==> src/rtl/spi_req_arbiter.sv <==
// Round-robin arbiter sharing one SPI byte engine among NUM_REQ requesters,
// with one-hot slave select, inter-frame guard time and a hung-transfer timeout.
module spi_req_arbiter #(
  parameter int NUM_REQ     = 4,
  parameter int GAP_CYCLES  = 8,
  parameter int TIMEOUT_CYC = 256
) (
  input  logic                 clk,
  input  logic                 rst,
  input  logic [NUM_REQ-1:0]   req,
  input  logic [8*NUM_REQ-1:0] tx_data,
  output logic [NUM_REQ-1:0]   gnt,
  output logic [NUM_REQ-1:0]   done,
  output logic [NUM_REQ-1:0]   err,
  output logic [7:0]           rx_data,
  output logic                 spi_start,
  output logic [7:0]           spi_tx,
  output logic [NUM_REQ-1:0]   spi_cs_sel,
  input  logic                 spi_busy,
  input  logic                 spi_done,
  input  logic [7:0]           spi_rx
);

  localparam int PTR_W = $clog2(NUM_REQ);
  localparam int IDX_W = PTR_W + 1;
  localparam int TO_W  = $clog2(TIMEOUT_CYC) + 1;
  localparam int GAP_W = $clog2(GAP_CYCLES + 1);

  localparam logic [IDX_W-1:0] NREQ_IDX = IDX_W'(NUM_REQ);
  localparam logic [PTR_W-1:0] LAST_IDX = PTR_W'(NUM_REQ - 1);
  localparam logic [TO_W-1:0]  TO_LAST  = TO_W'(TIMEOUT_CYC - 1);
  localparam logic [GAP_W-1:0] GAP_LAST = GAP_W'(GAP_CYCLES - 1);

  typedef enum logic [1:0] {IDLE, LAUNCH, WAIT, GAP} state_t;

  state_t             state, state_next;
  logic [PTR_W-1:0]   rr_ptr, rr_ptr_next;
  logic [PTR_W-1:0]   winner, winner_next;
  logic [PTR_W-1:0]   pick;
  logic               pick_valid;
  logic [IDX_W-1:0]   idx;
  logic [TO_W-1:0]    to_cnt, to_cnt_next;
  logic [GAP_W-1:0]   gap_cnt, gap_cnt_next;
  logic [NUM_REQ-1:0] gnt_next, done_next, err_next;
  logic [7:0]         rx_data_next, spi_tx_next;

  // First requester found scanning upward from rr_ptr, wrapping at NUM_REQ.
  always_comb begin
    pick       = '0;
    pick_valid = 1'b0;
    idx        = '0;
    for (int i = 0; i < NUM_REQ; i++) begin
      idx = {1'b0, rr_ptr} + IDX_W'(i);
      if (idx >= NREQ_IDX) idx = idx - NREQ_IDX;
      if (!pick_valid && req[idx[PTR_W-1:0]]) begin
        pick       = idx[PTR_W-1:0];
        pick_valid = 1'b1;
      end
    end
  end

  always_ff @(posedge clk or negedge rst) begin
    if (!rst) begin
      state   <= IDLE;
      rr_ptr  <= '0;
      winner  <= '0;
      to_cnt  <= '0;
      gap_cnt <= '0;
      gnt     <= '0;
      done    <= '0;
      err     <= '0;
      rx_data <= '0;
      spi_tx  <= '0;
    end else begin
      state   <= state_next;
      rr_ptr  <= rr_ptr_next;
      winner  <= winner_next;
      to_cnt  <= to_cnt_next;
      gap_cnt <= gap_cnt_next;
      gnt     <= gnt_next;
      done    <= done_next;
      err     <= err_next;
      rx_data <= rx_data_next;
      spi_tx  <= spi_tx_next;
    end
  end

  always_comb begin
    state_next   = state;
    rr_ptr_next  = rr_ptr;
    winner_next  = winner;
    to_cnt_next  = to_cnt;
    gap_cnt_next = gap_cnt;
    gnt_next     = gnt;
    done_next    = '0;
    err_next     = '0;
    rx_data_next = rx_data;
    spi_tx_next  = spi_tx;

    case (state)
      IDLE: begin
        if (pick_valid && !spi_busy) begin
          state_next  = LAUNCH;
          winner_next = pick;
          gnt_next    = {{(NUM_REQ-1){1'b0}}, 1'b1} << pick;
          spi_tx_next = tx_data[8*pick +: 8];
          to_cnt_next = '0;
        end
      end

      // The launch cycle is counted, so err lands exactly TIMEOUT_CYC cycles after spi_start.
      LAUNCH: begin
        state_next  = WAIT;
        to_cnt_next = to_cnt + TO_W'(1);
      end

      WAIT: begin
        if (spi_done || to_cnt == TO_LAST) begin
          if (spi_done) begin
            rx_data_next = spi_rx;
            done_next    = gnt;
          end else begin
            err_next     = gnt;
          end
          state_next   = GAP;
          gnt_next     = '0;
          gap_cnt_next = '0;
          rr_ptr_next  = (winner == LAST_IDX) ? '0 : winner + PTR_W'(1);
        end else if (to_cnt != {TO_W{1'b1}}) begin
          to_cnt_next = to_cnt + TO_W'(1);
        end
      end

      GAP: begin
        if (gap_cnt == GAP_LAST) state_next = IDLE;
        else                     gap_cnt_next = gap_cnt + GAP_W'(1);
      end

      default: state_next = IDLE;
    endcase
  end

  assign spi_cs_sel = gnt;
  assign spi_start  = (state == LAUNCH);

endmodule

==> config.mk <==
export PLATFORM = sky130hd
export DESIGN_NAME = spi_req_arbiter
export DESIGN_NICKNAME = d
export VERILOG_FILES = /design/src/rtl/spi_req_arbiter.sv
export SDC_FILE = /design/constraint.sdc
export NUM_CORES = 1
export LEC_CHECK = 0
export BUFFER_PORTS_ARGS = -buffer_cell sky130_fd_sc_hd__clkbuf_2
export CAP_MARGIN = 20
export CORE_ASPECT_RATIO = 0.8
export CORE_UTILIZATION = 45
export DETAILED_ROUTE_END_ITERATION = 6
export PLACE_DENSITY = 0.75
export SYNTH_ARGS = -nofsm -noshare
export SYNTH_HDL_FRONTEND = slang
export SYNTH_SLANG_ARGS = --single-unit
export TNS_END_PERCENT = 5
==> constraint.sdc <==
create_clock -name clk -period 2.1 [get_ports clk]
set_input_delay 0.42 -clock clk [delete_from_list [all_inputs] [get_ports clk]]
set_output_delay 0.42 -clock clk [all_outputs]
set_load 0.005 [all_outputs]
==> impl_metrics.env, run 1 <==
export IMPL_multi_input_area_um2=1290
export IMPL_fin_cells=388
export IMPL_cts_buffers=5
export IMPL_start_kind="register"
export IMPL_cts_tree="yes"
export IMPL_dp_cells=379
export IMPL_critical_path_class="reg2reg"
export IMPL_fin_crit_sh_pct=103
export IMPL_worstSkewPairLatency_ps=300
export IMPL_avgSynthCellArea_um2=10.4
export IMPL_vias=2054
export IMPL_ys_ff_latch=47
export IMPL_drive_gt1_share_pct=42.9
export IMPL_synth_area_um2=2450
export IMPL_status="finished with violations"
export IMPL_synth_area_top_cells="dfrtp_1 48%, mux2i_1 7.8%, ha_1 4.6%"
export IMPL_setup_viol=6
export IMPL_nets=382
export IMPL_wire_per_inst_um=13.8
export IMPL_die_area_um2=5750
export IMPL_cts_hold_buf=0
export IMPL_finalMaxSlewViolations=0
export IMPL_synth_top_family_by_area="simple AND/OR/NAND/NOR gates"
export IMPL_routed_wl_mm=5.34
export IMPL_fp_dieH_um=68.0
export IMPL_synth_adder_area_share_pct=4.59
export IMPL_clk_pin_slew_ps=90
export IMPL_synth_area_mux_share_pct=13.0
export IMPL_finalHoldViolCount=0
export IMPL_clockBufferDepth=2
export IMPL_rsz0062_at_grt="yes"
export IMPL_antenna_found_initial=0
export IMPL_yosysTopAreaCell="dfrtp_1"
export IMPL_drt_iter0_markers=94
export IMPL_num_rows=23
export IMPL_core_area_um2=5120
export IMPL_port_buffers=80
export IMPL_regArea_um2=1180
export IMPL_fin_worst_skew_ps=1.98
export IMPL_synth_compound_area_share_pct=13.9
export IMPL_cp_required_ps=2290
export IMPL_async_flop_share_pct=100
export IMPL_cp_max_fo=8
export IMPL_cp_end_kind="register"
export IMPL_hold_class="in2async"
export IMPL_total_leakage_power_uw=0.00164
export IMPL_synth_top_area_share_pct=48.0
export IMPL_worst_slew_pin_transition_ps=628
export IMPL_power_density_nw_per_um2=1230
export IMPL_ios=81
export IMPL_seq_area_frac_synth_pct=48.0
export IMPL_yosysWarnings=0
export IMPL_first_global_vias=1940
export IMPL_synth_cell_type_count=44
export IMPL_grt_pass1_wl_mm=8.68
export IMPL_period_needed_ps=2150
export IMPL_synth_nets=292
export IMPL_die_w_um=84.5
export IMPL_cp_arrival_ps=2340
export IMPL_vias_per_cell=5.29
export IMPL_synth_simple_area_share_pct=16.4
export IMPL_drv_cap=0
export IMPL_relSlewSlack_pct=57.7
export IMPL_dpl_hpwl_mm=3.85
export IMPL_fin_ws_ps=-55.0
export IMPL_post_route_drc_count=8
export IMPL_gp_congestion=0.773
export IMPL_holdWs_ps=188
export IMPL_synth_edf_count=0
export IMPL_n_antenna_cell=0
export IMPL_violations="DRC, setup timing"
export IMPL_grt_overflow_total=0
export IMPL_ir_worst_vdd_mv=0.680
export IMPL_area_growth_pct=30.4
export IMPL_grt_max_degree=48
export IMPL_fillers=427
export IMPL_h_tree_depth=2
export IMPL_fmax_mhz=464
export IMPL_clockRootBuffer="clkbuf_8"
export IMPL_synthFlopType="dfrtp_1"
export IMPL_start_util_pct=47.9
export IMPL_ant_nets=0
export IMPL_drt_pass1_iterations=7
export IMPL_track_usage_pct=19.3
export IMPL_syn_inst=235
export IMPL_synth_xor_area_share_pct=0
export IMPL_numClockSinks=47
metal layers:
metal / GRT usage [%] / wire length, um / share of wire, % / vias up
met4: 6.57 / 78 / 1.5 / 0
met2: 33.8 / 2500 / 47 / 50
li1: - / - / - / 1015
met3: 3.98 / 219 / 4.1 / 9
met5: 0 / 0 / 0 / -
met1: 24.3 / 2530 / 47 / 980
final timing paths:
| kind | from | slack [ps] | cells past startpoint | to |
|---|---|---|---|---|
| min | rst | 190 | 2 | winner[0] |
| min reg2reg | winner[1] | 510 | 1 | winner[1] |
| max in group asynchronous | rst | 1510 | 2 | to_cnt[8] |
| max | to_cnt[0] | -50 | 10 | to_cnt[4] |
| min in group clk | spi_rx[2] | 340 | 2 | rx_data[2] |
| max reg2reg | to_cnt[0] | -50 | 10 | to_cnt[4] |
synth_stat cells, drive strengths merged, types with 7 or more instances:
cell type / n
and3: 12
nand3: 7
ha: 9
nand2: 24
inv: 7
and2: 10
nor2: 14
a211oi: 8
mux2i: 19
dfrtp: 47
mux2: 11
o21ai: 18
worst max-delay path, stage by stage, from the launching register on:
cell and delay [ps]:
dfrtp_1 390, ha_2 200, nand3_2 70, or2_4 130
nor2_4 40, ha_4 160, or3_4 370, a21oi_4 170
nand2_2 160, o21ai_1 240, o31ai_2 90
cell families (layout without fill, tap and decap cells):
kind of cell	after synthesis	in the layout
buf+inv	19	110
mux	30	30
simple gates	79	79
compound gates	51	51
flops	47	47
fa+ha+maj	9	9
sequential cells by signal, summed over array words and instances, names as in the netlist:
| signal | count |
|---|---|
| state | 2 |
| gnt | 4 |
| rx_data | 8 |
| to_cnt | 9 |
| rr_ptr | 2 |
| done | 4 |
| err | 4 |
| gap_cnt | 4 |
| spi_tx | 8 |
| winner | 2 |
power breakdown:
group	leakage, uW	internal, uW	switching [uW]	total (uW)
combinational	0.000989	918	1020	1930
clock	0.0000516	269	313	583
sequential	0.000600	1200	227	1430
per-stage QoR:
stage	utilization [%]	worst slack [ps]	power [uW]	TNS (ps)	area, um2
after floorplan	-	35.5	2560	0	2470
after global placement	58.4	2.38	3110	0	2990
after detailed placement	58.4	-79.1	3190	-251	2990
after CTS	60.4	-66.1	3790	-298	3090
after global routing	62.4	-141	4250	-912	3200
final	62.4	-55.0	3940	-161	3200
repair_timing:
item | CTS | global route
resized for setup | 2 | 27
setup buffers | 0 | 1
endpoints found under the setup margin | 9 | 16
pin swaps | 0 | 15
placed cells by master (no fill, tap or decap), types with 2 or more instances in the layout:
cell,netlist,final
o31ai_1,6,2
mux2_2,10,10
o31ai_2,0,4
inv_1,7,7
nor2_1,14,13
nand3_1,7,5
clkbuf_2,1,80
nand3_2,0,2
o21ai_0,18,10
nand2b_1,2,2
dfrtp_1,47,47
a211oi_1,8,8
and3_1,12,12
o21ai_2,0,5
a21oi_1,5,4
nand2_1,23,22
and2_1,8,8
o21ai_1,0,3
or2_2,3,2
clkbuf_8,0,6
buf_4,4,13
mux2i_1,19,19
ha_1,9,7
final cells by class:
| class | instances | share of cell area [%] |
|---|---|---|
| Timing Repair Buffer | 95 | 16.6 |
| Clock inverter | 2 | 0.431 |
| Tap cell | 62 | 2.43 |
| Sequential cell | 47 | 36.8 |
| Clock buffer | 6 | 2.58 |
| Multi-Input combinational cell | 169 | 40.4 |
| Inverter | 7 | 0.822 |
Note: power is estimated with default switching activity, not from simulation.
==> run 2: changes to the inputs <==
Settings changed: CELL_PAD_IN_SITES_DETAIL_PLACEMENT from default to 1, CELL_PAD_IN_SITES_GLOBAL_PLACEMENT from default to 1, CORE_UTILIZATION 45 to 34, PLACE_DENSITY 0.75 to default, PLACE_DENSITY_LB_ADDON from default to 0.1.
==> run 2 against run 1 <==
Net effect:
- the flow finishes with violations (setup timing)
- flip-flop and latch count did not move
- via count rose by 4.0%
- power rose by 5.4%
- design area rose by 4.5%
- clock power rose by 13%
- worst hold slack improved by 24 ps
- utilization fell by 14 points
- routed wire length rose by 15%
- first-iteration DRC count fell by 47%
==> impl_metrics.env, run 2 (synthesis gave the netlist of run 1 again) <==
export IMPL_final_setup_tns_ps=-416
export IMPL_top_regs="to_cnt: 9 flops, rx_data: 8 flops, spi_tx: 8 flops"
export IMPL_die_w_um=96.9
export IMPL_post_route_drc_count=0
export IMPL_start_util_pct=35.4
export IMPL_numClockSinks=47
export IMPL_track_usage_pct=17.3
export IMPL_violations="setup timing"
export IMPL_port_buffers=80
export IMPL_worst_slew_pin_transition_ps=919
export IMPL_largest_reg_flops=9
export IMPL_cp_arrival_ps=2390
export IMPL_nets=396
export IMPL_drive_gt1_share_pct=45.1
export IMPL_final_common_cell="clkbuf_2"
export IMPL_pwr_share_comb_pct=49.9
export IMPL_regArea_um2=1180
export IMPL_antenna_found_initial=0
export IMPL_hold_class="in2async"
export IMPL_routed_wl_mm=6.14
export IMPL_die_area_um2=7550
export IMPL_start_kind="register"
export IMPL_p_sw_uw=1590
export IMPL_grt_overflow_total=0
export IMPL_relSlewSlack_pct=38.1
export IMPL_gp_congestion=0.691
export IMPL_rsz0062_at_grt="yes"
export IMPL_seq_power_share_pct=34.3
export IMPL_drt_pass1_iterations=4
export IMPL_finalHoldViolCount=0
export IMPL_vias=2137
export IMPL_area_growth_pct=36.3
export IMPL_switching_share_pct=38.4
export IMPL_fillers=813
export IMPL_critical_path_class="reg2reg"
export IMPL_ios=81
export IMPL_wire_per_inst_um=14.4
export IMPL_final_cell_mix="80 x clkbuf_2, 47 x dfrtp_1, 26 x buf_4"
export IMPL_ir_worst_vdd_mv=0.587
export IMPL_cp_max_fo=6
export IMPL_fin_ws_ps=-82.5
export IMPL_intPower_uw=2560
export IMPL_grt_pass1_wl_mm=10.6
export IMPL_clk_pin_slew_ps=90
export IMPL_vias_per_cell=5.02
export IMPL_fin_worst_skew_ps=6.05
export IMPL_h_tree_depth=2
export IMPL_grt_max_degree=48
export IMPL_top_register="to_cnt"
export IMPL_total_leakage_power_uw=0.00170
export IMPL_first_global_vias=2191
export IMPL_worstSkewPairLatency_ps=300
export IMPL_core_area_um2=6930
export IMPL_clockRootBuffer="clkbuf_8"
export IMPL_num_rows=27
export IMPL_ant_nets=0
export IMPL_cp_end_kind="register"
export IMPL_n_antenna_cell=0
export IMPL_cp_required_ps=2310
export IMPL_fp_dieH_um=77.9
export IMPL_finalMaxSlewViolations=0
export IMPL_clockBufferDepth=2
export IMPL_fmax_mhz=458
export IMPL_multi_input_area_um2=1280
export IMPL_setup_viol=8
export IMPL_period_needed_ps=2180
export IMPL_clock_power_share_pct=15.9
export IMPL_cts_buffers=5
export IMPL_drt_iter0_markers=50
export IMPL_cts_tree="yes"
export IMPL_dpl_hpwl_mm=4.37
export IMPL_fin_crit_sh_pct=104
export IMPL_power_density_nw_per_um2=1240
export IMPL_status="finished with violations"
export IMPL_holdWs_ps=212
export IMPL_drv_cap=0
run 2: path summary, 6_finish.rpt:
check,start,end,slack (ps),cells after the start
max in group asynchronous,rst,state[0],1470,2
hold reg to reg,winner[1],winner[1],490,1
setup / recovery,to_cnt[1],to_cnt[7],-80,10
setup reg to reg,to_cnt[1],to_cnt[7],-80,10
min in group clk,spi_rx[6],rx_data[6],350,2
hold / removal,rst,winner[0],210,2
run 2: area by class of cell:
type | count | area share [%]
clock buffers | 5 | 2.06
multi-input cells | 169 | 38.5
flip-flops and latches | 47 | 35.2
well taps | 87 | 3.26
clock inverters | 2 | 1.12
inverters | 7 | 0.787
repair buffers | 109 | 19.1
run 2: what timing repair did:
item | CTS | global route
hold buffers | 0 | 0
resized for setup | 13 | 17
pin swaps | 8 | 11
setup buffers | 4 | 4
endpoints found under the setup margin | 10 | 16
run 2: worst max-delay path, stage by stage (launching register included):
cell	delay (ps)
dfrtp_1	410
ha_2	210
nand3_2	80
or2_4	140
nor2_4	40
ha_2	160
or3_1	360
a21oi_2	150
and2_4	200
nand2_8	80
o41ai_2	280
run 2: power groups by stage:
stage	clock network [uW]	registers (uW)	logic, uW
final	659	1420	2070
after global routing	732	1480	2320
after CTS	689	1430	1940
after detailed placement	0	1440	1850
after global placement	0	1430	1800
after floorplan	0	1420	1140
run 2: metrics by stage:
step	std cells	cell area (um2)	power, uW	util [%]	setup slack, ps
final	426	3340	4160	48.2	-82.5
after global routing	426	3340	4530	48.2	-167
after CTS	422	3240	4050	46.8	-27.0
after detailed placement	411	3080	3290	44.4	-117
after global placement	411	3080	3230	44.4	-59.1
after floorplan	235	2470	2560	-	35.5
run 2: metal layers:
layer	GRT usage (%)	share of wire, %	vias up
met1	23.1	48	1031
met3	4.14	4.4	6
met2	28.2	47	58
met4	4.48	0.72	0
met5	0	0	-
li1	-	-	1042
